File: config.mk
export PLATFORM = sky130hd
export DESIGN_NAME = uart_rx_reader
export DESIGN_NICKNAME = d
export VERILOG_FILES = /design/src/rtl/uart_rx_reader.sv
export SDC_FILE = /design/constraint.sdc
export NUM_CORES = 1
export LEC_CHECK = 0
export BUFFER_PORTS_ARGS = -buffer_cell sky130_fd_sc_hd__buf_4
export CORE_ASPECT_RATIO = 1.2
export CORE_MARGIN = 4
export CORE_UTILIZATION = 23
export CTS_CLUSTER_SIZE = 16
export DETAILED_ROUTE_END_ITERATION = 16
export HOLD_SLACK_MARGIN = 0.15
export SYNTH_ARGS = -nofsm -noshare
export SYNTH_HDL_FRONTEND = slang
export SYNTH_SLANG_ARGS = --single-unit
File: constraint.sdc
create_clock -name clk -period 6.8 [get_ports clk]
set_input_delay 0.68 -clock clk [delete_from_list [all_inputs] [get_ports clk]]
set_output_delay 0.68 -clock clk [all_outputs]
set_load 0.005 [all_outputs]
File: src/rtl/uart_rx_reader.sv
// 8N1 UART receiver: two-flop synchroniser, mid-bit sampling FSM and a
// single-entry valid/ready output register with framing-error and overrun pulses.
module uart_rx_reader #(
   parameter int clk_mhz  = 50,
   parameter int boadrate = 9600
) (
   input  logic       clk,
   input  logic       rst,
   input  logic       rx,
   output logic       valid,
   output logic [7:0] data,
   input  logic       ready,
   output logic       frame_err,
   output logic       overrun,
   output logic [2:0] state_dbg
);

   localparam int scale = clk_mhz * 1000 * 1000 / boadrate;
   localparam int half  = scale / 2;
   localparam logic [31:0] scale_m1 = 32'(scale - 1);
   localparam logic [31:0] half_m1  = 32'(half - 1);

   typedef enum logic [2:0] {
      IDLE      = 3'd0,
      START     = 3'd1,
      DATA      = 3'd2,
      STOP      = 3'd3,
      WAIT_HIGH = 3'd4
   } state_t;

   state_t      state;
   logic        rx_m;
   logic        rx_s;
   logic [31:0] cnt;
   logic [2:0]  bit_idx;
   logic [7:0]  sh;
   logic        tick;

   assign tick      = (cnt == '0);
   assign state_dbg = state;

   always_ff @(posedge clk or posedge rst) begin
      if (rst) begin
         rx_m <= 1'b1;
         rx_s <= 1'b1;
      end else begin
         rx_m <= rx;
         rx_s <= rx_m;
      end
   end

   // Handshake: a byte in data is transferred on any cycle where valid & ready
   // are both high; valid then drops unless a new byte loads in that same cycle.
   // A finished byte arriving while the register is full and not being taken
   // is dropped and flagged with a one-cycle overrun pulse.
   always_ff @(posedge clk or posedge rst) begin
      if (rst) begin
         state     <= IDLE;
         cnt       <= '0;
         bit_idx   <= '0;
         sh        <= '0;
         valid     <= 1'b0;
         data      <= '0;
         frame_err <= 1'b0;
         overrun   <= 1'b0;
      end else begin
         frame_err <= 1'b0;
         overrun   <= 1'b0;
         if (valid && ready)
            valid <= 1'b0;
         if (!tick)
            cnt <= cnt - 32'd1;
         case (state)
            IDLE: begin
               if (!rx_s) begin
                  cnt   <= half_m1;
                  state <= START;
               end
            end
            START: begin
               if (tick) begin
                  if (!rx_s) begin
                     cnt     <= scale_m1;
                     bit_idx <= '0;
                     state   <= DATA;
                  end else begin
                     state <= IDLE;
                  end
               end
            end
            DATA: begin
               if (tick) begin
                  sh  <= {rx_s, sh[7:1]};
                  cnt <= scale_m1;
                  if (bit_idx == 3'd7)
                     state <= STOP;
                  else
                     bit_idx <= bit_idx + 3'd1;
               end
            end
            STOP: begin
               if (tick) begin
                  if (rx_s) begin
                     if (!valid || ready) begin
                        data  <= sh;
                        valid <= 1'b1;
                     end else begin
                        overrun <= 1'b1;
                     end
                     state <= IDLE;
                  end else begin
                     frame_err <= 1'b1;
                     state     <= WAIT_HIGH;
                  end
               end
            end
            // Hold off until the line returns high so a break cannot retrigger.
            WAIT_HIGH: begin
               if (rx_s)
                  state <= IDLE;
            end
            default: state <= IDLE;
         endcase
      end
   end

endmodule

==> summary.txt <==
Detailed routing
  – Initial DRC count: ~220
  – Drt wl/cell: around 14 um
  – Via count: 2365
  – Router iterations before antenna repair: 4
  – DRT Wirelength: 6600 um
  – Vias per cell: 5.01
  – Final ANT Viol Nets: 0
  – DR DRC count: 0

Power
  – Psw: around 180 uW
  – P_int: approximately 610 uW
  – Clock power share: 53.9%
  – Max VDD drop: 0.152 mV
  – Reg power frac: 44.7%
  – Pleak: 1.54 nW
  – Combinational Power Share: 1.3%
  – Sw frac: 22.3%
  – Design Power: 790 uW
  – Power Density: 221 mW/mm^2

Synth
  – Mapped Cells: 290
  – Post-synth top flop: dfrtp_1
  – Post-synthesis sequential area ratio: 49.1%
  – Syn_nets: between 200 and 300
  – Seq cells post-synth: 59
  – Async S/R FF share, synth: between 90% and 100%
  – Synth cell types: 48
  – Syn Area/Cell: 10.4 um^2
  – Ys Warns: 0
  – Mapped Area: roughly 0.0030 mm^2
  – Number of flops mapped to enable cells by yosys: 0

Floorplan
  – Core area: 0.0127 mm^2
  – Initial Util: 23.6%
  – Die ar.: ~0.015 mm^2
  – Die Width: 112 um
  – Die Y: 133 um
  – # rows: 45
  – I/O pins: 18

Critical path
  – Worst Setup SP: cnt[0]
  – Reg2reg path depth: 7
  – Worst EP required: 7.01 ns
  – Reg2reg start: cnt[0]
  – R2r endpoint: data[3]
  – Worst path arrival time: 3.43 ns
  – CP Launch Type: register
  – Worst Setup EP: data[3]
  – CP max FO: 11
  – WS Path Type: register to register
  – Setup slack, reg-to-reg: 3.58 ns
  – Critical path endpoint category: register

Place
  – Final HPWL DP: 4350 um
  – Gpl congestion: 0.793
  – Port Buf Inserts: 17
  – Cell Area, Placed: 0.00329 mm^2

Clock tree
  – PostCTS Resize Cnt: 0
  – Clock slew at reported path FFs: 0.05 ns
  – Clock root buffer: clkbuf_16
  – Hold_buf cts: 0
  – Clk buf depth: 2
  – Setup Fix Bufs, Post-CTS: 0
  – Worst-Skew Late Latency: 0.33 ns
  – Total CTS buffers: 9
  – H-Tree Depth: 3
  – CTS sink count: 59
  – CTS tree: yes

Final layout
  – Most frequent cells in the layout: dfrtp_1, a21oi_1, or4_1, buf_4
  – # diodes: 0
  – Final nets: 311
  – Area growth, synth to finish: 18.8%
  – Layout cells sized above 1: a little under a quarter
  – Commonest non-fill, non-tap cell in the layout: dfrtp_1
  – Final design utilization: 28.1%
  – Finished Cell Area: 0.00357 mm^2

Timing
  – Worst-margin pin slew: 0.833 ns
  – Post-Route Setup TNS: 0 ns
  – Max-slew violations: 0
  – Period utilization: 47.3%
  – RSZ-0062 raised after global routing: no
  – Final Hold Fails: 0
  – Fmax: 311 MHz
  – Final setup vio count: 0
  – Skew final: approximately 0.0036 ns
  – Max-slew headroom: roughly 44%
  – Fin crit period: 3.22 ns

Global routing
  – First-pass GRT wire length: 11600 um
  – Largest net degree at the start of global routing: 60
  – Gr ovfl total: 0
  – GRT Total Usage: 9.33%
  – Initial antenna violation count: 0
  – Vias in the first global route: 2314

Outcome
  – Status: finished clean

Flow run
  – Maxcap violations: 0

Hold path
  – Worst min-delay path category: register to register
stage by stage:
step           setup WS (ns)  hold slack (ns)  instances
2_1_floorplan           4.09            0.345        290
3_3_place_gp            3.69            0.347        456
3_5_place_dp            3.61            0.349        456
4_1_cts                 3.60            0.356        472
5_1_grt                 3.38            0.362        472
6_report                3.58            0.355        472
synthesized netlist by cell type (6+ instances only):
| cell type | instances | area share (%) |
|---|---|---|
| buf_2 | 6 | 1.0 |
| a21oi_1 | 29 | 4.8 |
| mux2_2 | 17 | 6.4 |
| o31ai_1 | 14 | 3.5 |
| nand3_1 | 9 | 1.5 |
| nand2_1 | 10 | 1.2 |
| nor4_1 | 8 | 1.7 |
| or4_1 | 19 | 4.7 |
| or3_1 | 14 | 2.9 |
| nor2_1 | 17 | 2.1 |
| o21ai_0 | 14 | 2.3 |
| clkbuf_1 | 11 | 1.4 |
| dfrtp_1 | 57 | 47 |
worst min path at each step:
stage | endpoint | start | depth (start not counted)
6_report | rx_s | rx_m | 0
5_1_grt | rx_s | rx_m | 0
4_1_cts | rx_s | rx_m | 0
3_5_place_dp | rx_s | rx_m | 0
3_3_place_gp | rx_s | rx_m | 0
2_1_floorplan | rx_s | rx_m | 0
flip-flops by register name (all words and copies together) (netlist names):
name	flops
overrun	1
rx_m	1
valid	1
frame_err	1
state_dbg	3
sh	8
cnt	32
data	8
bit_idx	3
rx_s	1
area by class of cell:
class | instances | area, um^2
inverter | 5 | 18.8
fill | 1374 | 9150
clock inverter | 6 | 48.8
multi-input combinational | 209 | 1440
tap | 164 | 205
timing repair buffer | 19 | 143
sequential | 59 | 1480
clock buffer | 10 | 239
worst max-delay path: stages, from the launching register on:
cell and delay, ns:
dfrtp_1 0.41, inv_1 0.09, ha_1 0.18, or3b_2 0.58, nor4_2 0.44, nand3_1 0.47
nor3b_4 0.55, mux2_2 0.39
kinds of logic after synthesis:
family	Yosys count	synth area share [%]
buf+inv	22	2.99
compound gates	77	17.0
mux	18	6.69
fa+ha+maj	4	1.66
flops	59	49.1
simple gates	108	22.0
xor+xnor	2	0.582
power by group through the flow:
stage          logic [mW]  registers [mW]  clock network [mW]
6_report           0.0105           0.354               0.426
3_3_place_gp       0.0109           0.360                   0
2_1_floorplan     0.00742           0.359                   0
3_5_place_dp       0.0112           0.360                   0
5_1_grt            0.0123           0.353               0.453
4_1_cts            0.0112           0.353               0.438
layer usage:
layer	vias up	share of wire [%]	global-route usage (%)
met2	43	49	15.0
li1	1142	-	-
met3	11	3.7	2.23
met1	1169	46	12.1
met4	0	1.8	3.81
met5	-	0	0
No activity file was read; power rests on OpenSTA's default activity.
